==> src/rtl/fir_chain_ctrl.sv <==
// ---------------------------------------------------------------------------
// fir_chain_ctrl - coefficient load, flush and sample-streaming sequencer for a
// systolic FIR tap chain. Build option FIR_CTRL_SAT_EN: saturating m_data. Rev 1.0
// ---------------------------------------------------------------------------
`default_nettype none

module fir_chain_ctrl #(
  parameter int NTAPS   = 8,
  parameter int LATENCY = 6,
  parameter int OUT_W   = 16
) (
  input  logic             iclk,
  input  logic             irst,
  input  logic             cfg_start,
  input  logic             cfg_valid,
  input  logic [7:0]       cfg_data,
  output logic             cfg_ready,
  input  logic             s_valid,
  input  logic [7:0]       s_data,
  output logic             s_ready,
  output logic [7:0]       fir_tap,
  output logic [7:0]       fir_h,
  output logic             fir_coeff_load,
  input  logic [39:0]      fir_result,
  output logic             m_valid,
  output logic [OUT_W-1:0] m_data,
  output logic             busy,
  output logic             coeffs_ok,
  output logic             sat_flag
);

  localparam int FLUSH_CYC = 2 * NTAPS + LATENCY;
  localparam int CNT_W     = $clog2(FLUSH_CYC + 1);

  typedef enum logic [1:0] {
    IDLE  = 2'd0,
    LOAD  = 2'd1,
    FLUSH = 2'd2,
    RUN   = 2'd3
  } state_t;

  state_t             state_q;
  logic [CNT_W-1:0]   cnt_q;
  logic [LATENCY-1:0] vsr_q;
  logic [7:0]         fir_tap_q;
  logic [7:0]         fir_h_q;
  logic               coeff_load_q;
  logic               m_valid_q;
  logic [OUT_W-1:0]   m_data_q;
  logic               coeffs_ok_q;

  logic               accept;
  logic               capture;
  logic [OUT_W-1:0]   narrow_d;

  assign s_ready   = (state_q == RUN) && !cfg_start;
  assign accept    = s_ready && s_valid;
  // A reload request on the capture edge drops the result along with the rest of the pipe.
  assign capture   = (state_q == RUN) && !cfg_start && vsr_q[LATENCY-1];

  assign cfg_ready      = (state_q == LOAD);
  assign busy           = (state_q == LOAD) || (state_q == FLUSH);
  assign fir_tap        = fir_tap_q;
  assign fir_h          = fir_h_q;
  assign fir_coeff_load = coeff_load_q;
  assign m_valid        = m_valid_q;
  assign m_data         = m_data_q;
  assign coeffs_ok      = coeffs_ok_q;

`ifdef FIR_CTRL_SAT_EN
  localparam logic signed [39:0] SAT_MAX = (40'sd1 <<< (OUT_W - 1)) - 40'sd1;
  localparam logic signed [39:0] SAT_MIN = -(40'sd1 <<< (OUT_W - 1));

  logic clamp_d;
  logic sat_flag_q;

  always_comb begin
    clamp_d  = 1'b1;
    narrow_d = fir_result[OUT_W-1:0];
    if ($signed(fir_result) > SAT_MAX) begin
      narrow_d = SAT_MAX[OUT_W-1:0];
    end else if ($signed(fir_result) < SAT_MIN) begin
      narrow_d = SAT_MIN[OUT_W-1:0];
    end else begin
      clamp_d = 1'b0;
    end
  end

  always_ff @(posedge iclk or posedge irst) begin
    if (irst) begin
      sat_flag_q <= 1'b0;
    end else if (capture && clamp_d) begin
      sat_flag_q <= 1'b1;
    end
  end

  assign sat_flag = sat_flag_q;
`else
  assign narrow_d = fir_result[OUT_W-1:0];
  assign sat_flag = 1'b0;

  generate
    if (OUT_W < 40) begin : g_unused_hi
      logic unused_result_hi;
      assign unused_result_hi = ^fir_result[39:OUT_W];
    end
  endgenerate
`endif

  always_ff @(posedge iclk or posedge irst) begin
    if (irst) begin
      state_q      <= IDLE;
      cnt_q        <= '0;
      vsr_q        <= '0;
      fir_tap_q    <= '0;
      fir_h_q      <= '0;
      coeff_load_q <= 1'b0;
      m_valid_q    <= 1'b0;
      m_data_q     <= '0;
      coeffs_ok_q  <= 1'b0;
    end else begin
      coeff_load_q <= 1'b0;
      fir_tap_q    <= '0;
      m_valid_q    <= capture;
      if (capture) begin
        m_data_q <= narrow_d;
      end
      for (int i = LATENCY - 1; i > 0; i--) begin
        vsr_q[i] <= vsr_q[i-1];
      end
      vsr_q[0] <= accept;

      unique case (state_q)
        IDLE: begin
          if (cfg_start) begin
            state_q <= LOAD;
            cnt_q   <= '0;
          end
        end
        LOAD: begin
          vsr_q <= '0;
          if (cfg_valid) begin
            fir_h_q      <= cfg_data;
            coeff_load_q <= 1'b1;
            if (cnt_q == CNT_W'(NTAPS - 1)) begin
              state_q <= FLUSH;
              cnt_q   <= '0;
            end else begin
              cnt_q <= cnt_q + CNT_W'(1);
            end
          end
        end
        FLUSH: begin
          // Zeros are pushed long enough to drain both shift chains plus the result pipe.
          vsr_q <= '0;
          if (cnt_q == CNT_W'(FLUSH_CYC - 1)) begin
            state_q     <= RUN;
            cnt_q       <= '0;
            coeffs_ok_q <= 1'b1;
          end else begin
            cnt_q <= cnt_q + CNT_W'(1);
          end
        end
        RUN: begin
          if (cfg_start) begin
            state_q <= LOAD;
            cnt_q   <= '0;
            vsr_q   <= '0;
          end else if (accept) begin
            fir_tap_q <= s_data;
          end
        end
      endcase
    end
  end

endmodule

`default_nettype wire

==> config.mk <==
export PLATFORM = sky130hd
export DESIGN_NAME = fir_chain_ctrl
export DESIGN_NICKNAME = d
export VERILOG_FILES = /design/src/rtl/fir_chain_ctrl.sv
export SDC_FILE = /design/constraint.sdc
export NUM_CORES = 1
export LEC_CHECK = 0
export ABC_CLOCK_PERIOD_IN_PS = 1900
export BUFFER_PORTS_ARGS = -buffer_cell sky130_fd_sc_hd__clkbuf_2
export CAP_MARGIN = 20
export CELL_PAD_IN_SITES_DETAIL_PLACEMENT = 0
export CELL_PAD_IN_SITES_GLOBAL_PLACEMENT = 1
export CORE_UTILIZATION = 34
export CTS_BUF_LIST = sky130_fd_sc_hd__clkbuf_8 sky130_fd_sc_hd__clkbuf_16
export CTS_CLUSTER_DIAMETER = 200
export DETAILED_ROUTE_END_ITERATION = 6
export GPL_TIMING_DRIVEN = 0
export MAX_ROUTING_LAYER = met4
export PLACE_DENSITY_LB_ADDON = 0.3
export REMOVE_ABC_BUFFERS = 1
export SLEW_MARGIN = 40
export SYNTH_ARGS = -nofsm -noshare
export SYNTH_HDL_FRONTEND = slang
export SYNTH_SLANG_ARGS = --single-unit
export TNS_END_PERCENT = 30
==> constraint.sdc <==
create_clock -name iclk -period 1.9 [get_ports iclk]
set_input_delay 0.19 -clock iclk [delete_from_list [all_inputs] [get_ports iclk]]
set_output_delay 0.19 -clock iclk [all_outputs]
set_load 0.1 [all_outputs]
; Word-level counts from Yosys, hierarchy flattened
; Cells that the tools add are included.
[classes]
add_sub_neg = 1
n_eq_ne = 9
muxes = 17
reduce_logical = 12
[ops]
columns = cell, n
row1 = $mux 8, 3
row2 = $mux 5, 4
row3 = $pmux 5 s3, 1
row4 = $pmux 6 s2, 1
row5 = $mux 2, 4
row6 = $mux 6, 1
row7 = $ne 2x1->1 const B, 3
row8 = $pmux 2 s3, 1
row9 = $reduce_and 2->1, 3
row10 = $add 5x1->5 const B, 1
row11 = $eq 5x3->1 const B, 1
row12 = $eq 5x5->1 const B, 1
row13 = $eq 2x2->1 const B, 2
row14 = $reduce_and 4->1, 1
row15 = $reduce_or 2->1, 2
row16 = $logic_and 1x1->1, 3
row17 = $eq 2x1->1 const B, 1
row18 = $logic_not 2->1, 1
row19 = $mux 1, 2
row20 = $ne 2x2->1 const B, 1
row21 = $logic_not 1->1, 1
row22 = $logic_or 1x1->1, 1
[word_totals]
register_bits = 48
inputBits = 61
out_inout_bits = 39
elab_cells = 48

; Depth between registers and ports, before layout
; Gate-level depths: netlist of run 1.
[logic_depth]
ltp_word = 6
mapped_depth = 7
mapped_depth_nobuf = 6

; Worst setup path after synthesis of run 1
; OpenSTA, ideal clock, no wires.
[synth_path]
path_kind = register to register
start = register state_q[1]
end = register state_q[1]
setup_time_ns = 0.126
arrival_ns = 2.176
t_required_ns = 1.774
path_slack_ns = -0.403
stages_incl_launch_ff = 7
n_path_buf = 0
synth_period_minus_slack_ns = 2.303
path_cell_list = dfrtp_1 > inv_1 > ha_1 > nand2b_1 > and2_1 > nand3_2 > mux2_4
[synth_via]
elab_cells_between_ends = 11
classes_between = eq/ne: 7 / mux: 1 / reduce/logical: 3
[synth_lines]
columns = element, line_no
row1 = from (decl), 42  ; state_t state_q;
row2 = from (signal assigned), 112  ; state_q <= IDLE;
row3 = from (signal assigned), 136  ; state_q <= LOAD;
row4 = from (signal assigned), 146  ; state_q <= FLUSH;
row5 = $eq 2x1->1 (*), n/a
row6 = named net cfg_ready, 17  ; output logic cfg_ready,
row7 = $ne 2x1->1 (no source line) / $ne 2x2->1 (equally long branches), n/a
row8 = $reduce_and 4->1 (no source line), n/a
; Mark *: on every way through the listed nets, which the timed path passes. The rest lies on a longest branch.
; A chain may end at the register's enable or synchronous reset.

; Final worst setup path of run 1
[layout_path]
start = register state_q[0]
end = register state_q[1]
[layout_via]
elab_chain_cells = 4
elab_cells_between_ends = 11
classes_between = eq/ne: 7 / mux: 1 / reduce/logical: 3
[layout_lines]
columns = element, line_no
row1 = $eq 2x2->1 / $logic_not 2->1 (equally long branches), 133  ; unique case (state_q)
row2 = $reduce_or 2->1 (no source line), n/a
row3 = $ne 2x1->1 (no source line), n/a
row4 = $reduce_and 4->1 (no source line), n/a
; Several ways; a longest one is shown, not always the timed one.

==> results of run 1 <==
-- cells in the final DEF (no fill, tap or decap), types with 2 or more instances in the layout --
master	count
clkbuf_2	72
dfrtp_1	48
mux2_2	15
mux2_1	9
and3_1	8
clkbuf_8	8
inv_1	6
ha_1	6
nor2b_1	5
nand2_1	4
nand2b_1	2
and2_1	2
o21ai_1	2
a21oi_1	2
nor2_1	2
-- worst paths after layout --
kind | startpoint | to | slack, ps | cells past startpoint
max | state_q[0] | state_q[1] | 80 | 6
min | fir_result[7] | m_data[7] | 110 | 2
max reg2reg | state_q[0] | state_q[1] | 80 | 6
min reg2reg | vsr_q[0] | vsr_q[1] | 460 | 1
max in group asynchronous | irst | cnt_q[4] | 1110 | 4
min in group asynchronous | irst | fir_h[3] | 370 | 3
-- registers in the layout, indices dropped and copies added (netlist names) --
name and flops:
cnt_q 5, fir_h 8, coeffs_ok 1, state_q 2, vsr_q 6, m_valid 1
fir_tap 8, fir_coeff_load 1, m_data 16
-- power breakdown --
group          internal (mW)  switching (mW)
registers               1.17          0.0941
logic                  0.382            1.40
clock network          0.464           0.317
total                   2.02            1.81
-- worst reg2reg max path: cells and delay by family, from the launching register on --
family                   cells  cell delay, ps
flip-flops                   1             410
adder cells (fa/ha/maj)      1             350
AND/OR/NAND/NOR              3             570
multiplexers                 1             290
buffers and inverters        1              90
-- layer usage --
layer / track usage [%] / vias to the layer above
met3: 3.65 / 5
li1: - / 640
met2: 21.1 / 43
met4: 3.40 / 0
met5: - / -
met1: 16.1 / 658
-- stage by stage --
step	setup TNS [ps]	cell area (µm²)	power, mW
after floorplan	-13870	1920	2.75
after global placement	-4530	2380	3.04
after detailed placement	0	2410	3.05
after CTS	0	2560	3.86
after global routing	-6.36	2560	4.00
final	0	2560	3.82
-- cell families (layout without fill, tap and decap cells) --
family,count (synthesis),after routing
multiplexers,25,25
buffers and inverters,11,91
AO/OA/AOI/OAI,14,14
adder cells (fa/ha/maj),6,6
AND/OR/NAND/NOR,35,35
flip-flops,48,48
other,1,1
-- cells in the mapped netlist, types with 2 or more instances --
cell type,number
a21oi_1,2
and2_1,2
and3_1,8
buf_2,2
dfrtp_1,48
ha_1,6
inv_1,7
mux2_1,9
mux2_2,15
nand2_1,4
nand2_2,2
nand2b_1,2
nor2_1,2
nor2b_1,5
o21ai_1,2
-- timing repair --
item                                   4_1_cts  5_1_grt
hold buffers                                 1        0
endpoints found under the hold margin       17        0
resized for setup                            3        3
setup endpoints to repair                    1        3
-- cell type report --
cell class	instances	share of cell area [%]
flip-flops and latches	48	46.9
multi-input cells	81	27.6
repair buffers	76	16.0
clock buffers	7	3.76
well taps	72	3.51
clock inverters	1	1.17
inverters	7	1.12
==> results by group, run 1 <==
Cells and area
  – Share of layout cells above drive strength 1: 49.1%
  – Sequential standard cell area: 1200 µm²
  – Fin util: 46.6%
  – Synthesis-to-layout area growth: 31.9%
  – Non-filler cells, final: 292
  – Multi-input gate area: 708 µm²
  – Ant. Diodes: 0
  – Final net count: 286
  – # fillers: 513

Clock tree
  – CTS Root Buffer Type: clkbuf_8
  – Worst-Skew Late Latency: 290 ps
  – Clock Sinks: 48
  – CTS buffer count: 5
  – CTS clk-pin slew, worst paths: 90 ps
  – H-tree levels: 2
  – Postcts setup bufs: 0
  – Clk buf depth: 2
  – CTS tree: yes

Hold path
  – Hold Path Class: in -> reg

Pwr
  – Max VDD drop: 0.729 mV
  – Pwr dens: 1490 nW/µm²
  – Static leakage: 1.44 nW

Detailed routing
  – WL final: 3530 µm
  – Via count: 1346
  – Drt drc: 0
  – Routed WL per cell: 12.1 µm
  – Met2 WL: 1640 µm
  – DRT met1 WL: 1600 µm
  – Wire length on met3: 241 µm
  – TritonRoute pass-1 iters: 4
  – Drt via density: 4.61
  – DRT antenna net count: 0
  – DRT iter0 DRCs: 33
  – Top sig layer: met4

Global route
  – GR Util All Layers: 13.1%
  – Total grt overflow: 0
  – First-pass GRT wire length: 6140 µm
  – Pin count of the biggest net entering global routing: 32
  – Vias in the first global route: 1365
  – Initial antenna violation count: 0

Logic synthesis
  – Synth Area in Compound Gates: 5.47%
  – Yosys reg bits: 48
  – Largest area contributor in the netlist: dfrtp_1
  – Cells after synthesis: 140
  – Synth area leaders: dfrtp_1, mux2_2, mux2_1
  – Area share of the largest cell type after synthesis: 61.8%
  – Asr flop ratio synth: 100%
  – Largest family of logic cells by synthesized area: multiplexers
  – Sequential-to-total area share from yosys stat: 61.8%
  – Mux cell area share after synthesis: 14.7%
  – Synth warn: 0
  – Netlist Area Pre-Place: 1940 µm²
  – Post-synth EDFFs: 0
  – Ys flop type: dfrtp_1
  – Simple-Gate Fraction of Synth Area: 11.6%
  – Adder-cell area share of the yosys netlist: 3.86%
  – XOR/XNOR share of the synthesized area: 0%
  – Post-synth cell types: 39
  – Mean Syn Cell Area: 13.9 µm²

STA
  – Final setup viols: 0
  – Pins Over Slew Limit: 0
  – Minimum clock period: 1820 ps
  – Max Fclk: 0.550 GHz
  – Rel. slew slack: 62.8%
  – Hold_ws: 106 ps
  – Worst-margin pin slew: 560 ps
  – Final Hold Violating Endpoints: 0
  – Final setup margin: 81.0 ps
  – Final setup skew: 4.87 ps
  – Unrepaired setup endpoints after global routing: yes
  – Final period util: 95.7%

Place
  – Port bufs: 74
  – Setup WS pre-CTS: 32.5 ps
  – Placed Instances: 283
  – Final Wtd Congestion: 0.750
  – HPWL Detailed: 2620 µm

Critical path
  – Crit-path max cell delay: 410 ps
  – Critical path arrival: 2000 ps
  – Worst EP required: 2080 ps
  – Critical path buffers and inverters: 1
  – Critical path class: reg -> reg
  – Delay-heaviest family, CP: simple AND/OR/NAND/NOR gates
  – Setup crit end kind: flop
  – CP Max Fanout: 6
  – CP max stage cell: dfrtp_1
  – Crit path cell chain: inv_1, ha_1, or2_4, and2_1, nand3_2, mux2_4
  – Crit start category: flop

Run
  – Max_cap viols: 0

Die
  – Core ar.: 5510 µm²
  – Die area: 6020 µm²
  – Chip Height: 77.6 µm
  – Initial Utilization: 35.3%
  – Die W: 77.6 µm
  – Row count: 27
  – Io pins: 100

Run status
  – Status: completed
No activity file was read; power rests on OpenSTA's default activity.
==> run 2: changes to the inputs <==
--- a/config.mk
+++ b/config.mk
@@ -8,10 +8,8 @@
 export ABC_CLOCK_PERIOD_IN_PS = 1900
 export BUFFER_PORTS_ARGS = -buffer_cell sky130_fd_sc_hd__clkbuf_2
 export CAP_MARGIN = 20
-export CELL_PAD_IN_SITES_DETAIL_PLACEMENT = 0
-export CELL_PAD_IN_SITES_GLOBAL_PLACEMENT = 1
-export CORE_UTILIZATION = 34
-export CTS_BUF_LIST = sky130_fd_sc_hd__clkbuf_8 sky130_fd_sc_hd__clkbuf_16
+export CORE_UTILIZATION = 46
+export CTS_BUF_LIST = sky130_fd_sc_hd__clkbuf_2 sky130_fd_sc_hd__clkbuf_4 sky130_fd_sc_hd__clkbuf_8
 export CTS_CLUSTER_DIAMETER = 200
 export DETAILED_ROUTE_END_ITERATION = 6
 export GPL_TIMING_DRIVEN = 0
==> results by group, run 2 (same netlist as run 1, synthesis figures left out) <==
Run status
  – Status: completed

Detailed routing
  – TritonRoute pass-1 iters: 4 (unchanged)
  – DRT iter0 DRCs: 39 (+18%)
  – DRT antenna net count: 0 (unchanged)
  – Wire length on met3: 228 µm (-5.4%)
  – Top sig layer: met4
  – Routed WL per cell: 12.7 µm (+5.0%)
  – Drt drc: 0 (unchanged)
  – Met2 WL: 1620 µm (-1.8%)
  – DRT met1 WL: 1520 µm (-4.6%)
  – Drt via density: 4.87 (+5.7%)
  – WL final: 3420 µm (-2.9%)
  – Via count: 1315 (-2.3%)

Clock tree
  – Clock Sinks: 48 (unchanged)
  – Worst-Skew Late Latency: 290 ps (about the same)
  – CTS Root Buffer Type: clkbuf_8
  – CTS buffer count: 5 (unchanged)
  – CTS clk-pin slew, worst paths: 80 ps (about the same)
  – H-tree levels: 2 (unchanged)
  – Clk buf depth: 2 (unchanged)
  – CTS tree: yes

Hold path
  – Hold Path Class: in -> reg

Critical path
  – Crit path cell chain: inv_1, ha_1, or2_4, and2_1, nand3_2, mux2_4
  – Delay-heaviest family, CP: simple AND/OR/NAND/NOR gates
  – Critical path class: reg -> reg
  – Crit start category: flop
  – Crit-path max cell delay: 420 ps (about the same)
  – Critical path arrival: 2020 ps (+20 ps)
  – Worst EP required: 2080 ps (about the same)
  – CP Max Fanout: 6 (unchanged)
  – Setup crit end kind: flop
  – CP max stage cell: dfrtp_1
  – Critical path buffers and inverters: 1 (unchanged)

Die
  – Io pins: 100 (unchanged)
  – Row count: 23 (-15%)
  – Core ar.: 4030 µm² (-27%)
  – Chip Height: 67.0 µm (-14%)
  – Initial Utilization: 48.3% (+13 points)
  – Die area: 4490 µm² (-25%)
  – Die W: 67.0 µm (-14%)

Global route
  – Initial antenna violation count: 0 (unchanged)
  – Pin count of the biggest net entering global routing: 29 (-9.4%)
  – Vias in the first global route: 1214 (-11%)
  – First-pass GRT wire length: 5550 µm (-9.6%)
  – Total grt overflow: 0 (unchanged)
  – GR Util All Layers: 17.3% (+4.2 points)

STA
  – Max Fclk: 0.546 GHz (-0.71%)
  – Pins Over Slew Limit: 0 (unchanged)
  – Minimum clock period: 1830 ps (+13.1 ps)
  – Setup TNS: 0 ps (unchanged)
  – Unrepaired setup endpoints after global routing: yes
  – Final Hold Violating Endpoints: 0 (unchanged)
  – Final setup margin: 67.9 ps (-13.1 ps)
  – Final setup skew: 4.22 ps (-0.646 ps)
  – Worst-margin pin slew: 548 ps (-11.6 ps)
  – Hold_ws: 103 ps (-3.42 ps)
  – Final setup viols: 0 (unchanged)
  – Final period util: 96.4% (+0.69 points)
  – Rel. slew slack: 63.6% (+0.77 points)

Cells and area
  – Post-route cell area: 2510 µm² (-1.9%)
  – Sequential standard cell area: 1200 µm² (unchanged)
  – Commonest non-fill, non-tap cell in the layout: clkbuf_2
  – Final net count: 286 (unchanged)
  – Ant. Diodes: 0 (unchanged)
  – Share of layout cells above drive strength 1: 49.1% (unchanged)
  – # fillers: 342 (-33%)
  – Synthesis-to-layout area growth: 29.3%
  – Commonest cells after routing, fill and taps aside: clkbuf_2, dfrtp_1, mux2_2
  – Multi-input gate area: 708 µm² (unchanged)
  – Max reg flops: 16 (unchanged)

Pwr
  – Clk network pwr share: 19.2% (-1.2 points)
  – Pwr dens: 1500 nW/µm² (+0.26%)
  – Reg power frac: 33.6% (+0.5 points)
  – Sw frac: 48.1% (+0.85 points)
  – Switching power: 1.81 mW (+0.13%)
  – Final Power: 3.76 mW (-1.6%)
  – Max VDD drop: 0.883 mV (+21%)
  – Static leakage: 1.44 nW (-0.54%)
  – Comb pwr share: 47.2% (+0.7 points)
  – Int Power: 1.95 mW (-3.2%)

Place
  – Port bufs: 74 (unchanged)
  – Final Wtd Congestion: 0.820 (+9.4%)
  – HPWL Detailed: 2510 µm (-4.1%)
  – Placement Cell Area: 2380 µm² (-1.1%)
  – Setup WS pre-CTS: 46.1 ps (+13.6 ps)

Run
  – Max_cap viols: 0 (unchanged)
-- run 2: area by class of cell --
cell class / instances / share of cell area (%)
Sequential cell: 48 / 47.8
Multi-Input combinational cell: 81 / 28.2
Timing Repair Buffer: 76 / 16.0
Clock buffer: 6 / 3.03
Tap cell: 50 / 2.49
Clock inverter: 2 / 1.39
Inverter: 7 / 1.14
-- run 2: routing by layer --
| layer | global-route usage (%) | vias up |
|---|---|---|
| li1 | - | 638 |
| met2 | 25.8 | 41 |
| met5 | - | - |
| met3 | 5.48 | 5 |
| met4 | 7.45 | 0 |
| met1 | 21.5 | 631 |
-- run 2: repair_timing --
action,4_1_cts,5_1_grt
setup endpoints to repair,1,19
hold buffers,1,0
cloned,0,0
resized for setup,1,5
endpoints found under the hold margin,20,0
buffers inserted,0,0
-- run 2: path summary, 6_finish.rpt --
kind	from	endpoint	slack (ps)	depth (start not counted)
max	state_q[0]	state_q[1]	70	6
min	fir_result[0]	m_data[0]	100	2
max reg2reg	state_q[0]	state_q[1]	70	6
min reg2reg	vsr_q[4]	vsr_q[5]	470	1
max in group asynchronous	irst	cnt_q[3]	1090	4
min in group asynchronous	irst	m_data[8]	380	3
-- run 2: power by group through the flow --
stage | registers [mW] | logic (mW) | clock network [mW]
2_1_floorplan | 2.08 | 0.665 | 0
3_3_place_gp | 1.28 | 1.74 | 0
3_5_place_dp | 1.29 | 1.76 | 0
4_1_cts | 1.27 | 1.77 | 0.747
5_1_grt | 1.29 | 1.86 | 0.793
6_report | 1.27 | 1.77 | 0.721
-- run 2: per-stage QoR --
stage	utilization [%]	cells
after global routing	62.4	270
after global placement	58.5	260
after floorplan	-	136
final	62.4	270
after CTS	62.1	270
after detailed placement	59.0	261
==> run 3: changes to the inputs <==
--- a/config.mk
+++ b/config.mk
@@ -8,7 +8,7 @@
 export ABC_CLOCK_PERIOD_IN_PS = 1900
 export BUFFER_PORTS_ARGS = -buffer_cell sky130_fd_sc_hd__clkbuf_2
 export CAP_MARGIN = 20
-export CORE_UTILIZATION = 46
+export CORE_UTILIZATION = 45
 export CTS_BUF_LIST = sky130_fd_sc_hd__clkbuf_2 sky130_fd_sc_hd__clkbuf_4 sky130_fd_sc_hd__clkbuf_8
 export CTS_CLUSTER_DIAMETER = 200
 export DETAILED_ROUTE_END_ITERATION = 6
==> results by group, run 3 (same netlist as run 1, synthesis figures left out) <==
Cells and area
  – # fillers: 328 (-4.1%)
  – Max reg flops: 16 (unchanged)
  – Fin util: 61.7% (-0.70 points)
  – Commonest cells after routing, fill and taps aside: clkbuf_2, dfrtp_1, mux2_2
  – Ant. Diodes: 0 (unchanged)
  – Non-filler cells, final: 269 (-0.37%)
  – Synthesis-to-layout area growth: 29.7%
  – Share of layout cells above drive strength 1: 48.9% (-0.23 points)
  – Final net count: 286 (unchanged)
  – Commonest non-fill, non-tap cell in the layout: clkbuf_2

Critical path
  – Critical path class: reg -> out
  – Setup crit end kind: output pin
  – R2r setup slk: 70 ps (about the same)
  – CP Max Fanout: 12 (+6)
  – Crit start category: flop
  – Critical path arrival: 1680 ps (-340 ps)
  – Worst Reg-to-Reg Cells: 4 (-2)
  – Worst EP required: 1710 ps (-370 ps)
  – Worst setup path end: s_ready
  – Reg2Reg Launch Point: state_q[0]
  – Worst Setup SP: state_q[0]
  – R2r endpoint: m_data[15]

Pwr
  – Static leakage: 1.42 nW (-0.74%)
  – Max VDD drop: 0.896 mV (+1.4%)
  – Pwr dens: 1530 nW/µm² (+2.0%)

STA
  – Pins Over Slew Limit: 0 (unchanged)
  – Minimum clock period: 1870 ps (+38.5 ps)
  – Worst-margin pin slew: 550 ps (+1.56 ps)
  – Max Fclk: 0.535 GHz (-2.1%)
  – Hold_ws: 109 ps (+6.61 ps)
  – Unrepaired setup endpoints after global routing: yes
  – Final period util: 98.5% (+2.0 points)
  – Final setup skew: 8.41 ps (+4.19 ps)
  – Rel. slew slack: 63.5% (-0.10 points)
  – Final Hold Violating Endpoints: 0 (unchanged)
  – Final setup viols: 0 (unchanged)

Global route
  – Vias in the first global route: 1214 (unchanged)
  – Initial antenna violation count: 0 (unchanged)
  – GR Util All Layers: 16.8% (-0.49 points)
  – Pin count of the biggest net entering global routing: 40 (+38%)
  – First-pass GRT wire length: 5510 µm (-0.86%)
  – Total grt overflow: 0 (unchanged)

Detailed routing
  – WL final: 3410 µm (-0.35%)
  – TritonRoute pass-1 iters: 4 (unchanged)
  – Via count: 1308 (-0.53%)
  – DRT antenna net count: 0 (unchanged)
  – Drt via density: 4.86 (-0.16%)
  – Drt drc: 0 (unchanged)
  – Routed WL per cell: 12.7 µm (about the same)
  – DRT iter0 DRCs: 68 (+74%)

Place
  – Placed Instances: 261 (unchanged)
  – Final Wtd Congestion: 0.776 (-5.4%)
  – HPWL Detailed: 2520 µm (+0.28%)
  – Port bufs: 74 (unchanged)

Clock tree
  – CTS buffer count: 5 (unchanged)
  – Clk buf depth: 2 (unchanged)
  – H-tree levels: 2 (unchanged)
  – Postcts setup bufs: 0 (unchanged)
  – CTS tree: yes
  – CTS Root Buffer Type: clkbuf_8
  – Worst-Skew Late Latency: 290 ps (about the same)
  – CTS clk-pin slew, worst paths: 90 ps (about the same)
  – Clock Sinks: 48 (unchanged)

Die
  – Chip Height: 67.7 µm (+1.1%)
  – Die area: 4590 µm² (+2.1%)
  – Io pins: 100 (unchanged)
  – Initial Utilization: 47.6% (-0.68 points)
  – Die W: 67.7 µm (+1.1%)
  – Core ar.: 4090 µm² (+1.4%)
  – Row count: 23 (unchanged)

Run
  – Max_cap viols: 0 (unchanged)

Hold path
  – Hold Path Class: in -> reg

Run status
  – Status: completed
## run 3: cell types whose count changed in the layout (fill, tap and decap cells not counted)
cell	change
buf_2	-1
nor2b_2	+1
buf_4	-1
bufinv_16	+1
nand2_2	+1
clkinv_2	-1
nor2b_4	-1
clkbuf_2	+1
nand2_4	-1
## run 3: through the flow
| stage | power [mW] | area [µm²] | TNS, ps | setup WS, ps |
|---|---|---|---|---|
| floorplan | 2.75 | 1920 | -13870 | -556 |
| global placement | 3.02 | 2360 | 0 | 1.20 |
| detailed placement | 3.04 | 2380 | 0 | 46.9 |
| CTS | 3.88 | 2520 | 0 | 8.27 |
| global route | 4.03 | 2520 | -1360 | -115 |
| finish | 3.85 | 2520 | 0 | 29.4 |
## run 3: how the worst min path moves through the flow
stage,start,endpoint,slack (ps),depth (start not counted)
after floorplan,s_valid,vsr_q[0],320,1
after global placement,fir_result[4],m_data[4],410,2
after global routing,fir_result[0],m_data[0],110,2
after detailed placement,irst,m_data[13],90,2
final,fir_result[0],m_data[0],110,2
after CTS,fir_result[3],m_data[3],100,2
## run 3: critical path, stage by stage (launching register included)
cell and delay (ps):
dfrtp_1 410, ha_1 160, nor2b_2 390, clkbuf_4 430
## run 3: what timing repair did
action / in CTS / in global routing
hold buffers: 1 / 0
gates resized for setup: 1 / 1
setup endpoints to repair: 1 / 18
hold endpoints to repair: 9 / 0
pin swaps: 0 / 0
## run 3: layout make-up
cell class	instances	area (µm²)	area share (%)
timing repair buffer	76	403	16.0
sequential	48	1200	47.6
clock inverter	2	60.1	2.38
tap	50	62.6	2.48
clock buffer	5	68.8	2.73
inverter	7	28.8	1.14
multi-input combinational	81	698	27.7
## run 3: report_power, final
group          leakage (nW)  internal, mW  switching [mW]
clock                0.0642         0.517           0.305
sequential            0.639          1.17          0.0933
combinational         0.721         0.367            1.39
total                  1.42          2.06            1.79
## run 3: routing by layer
layer	wire [µm]	up-vias	GRT usage (%)
met5	0	-	-
met4	19	0	6.38
met3	187	2	3.72
met2	1630	43	25.7
met1	1580	626	21.6
li1	-	637	-
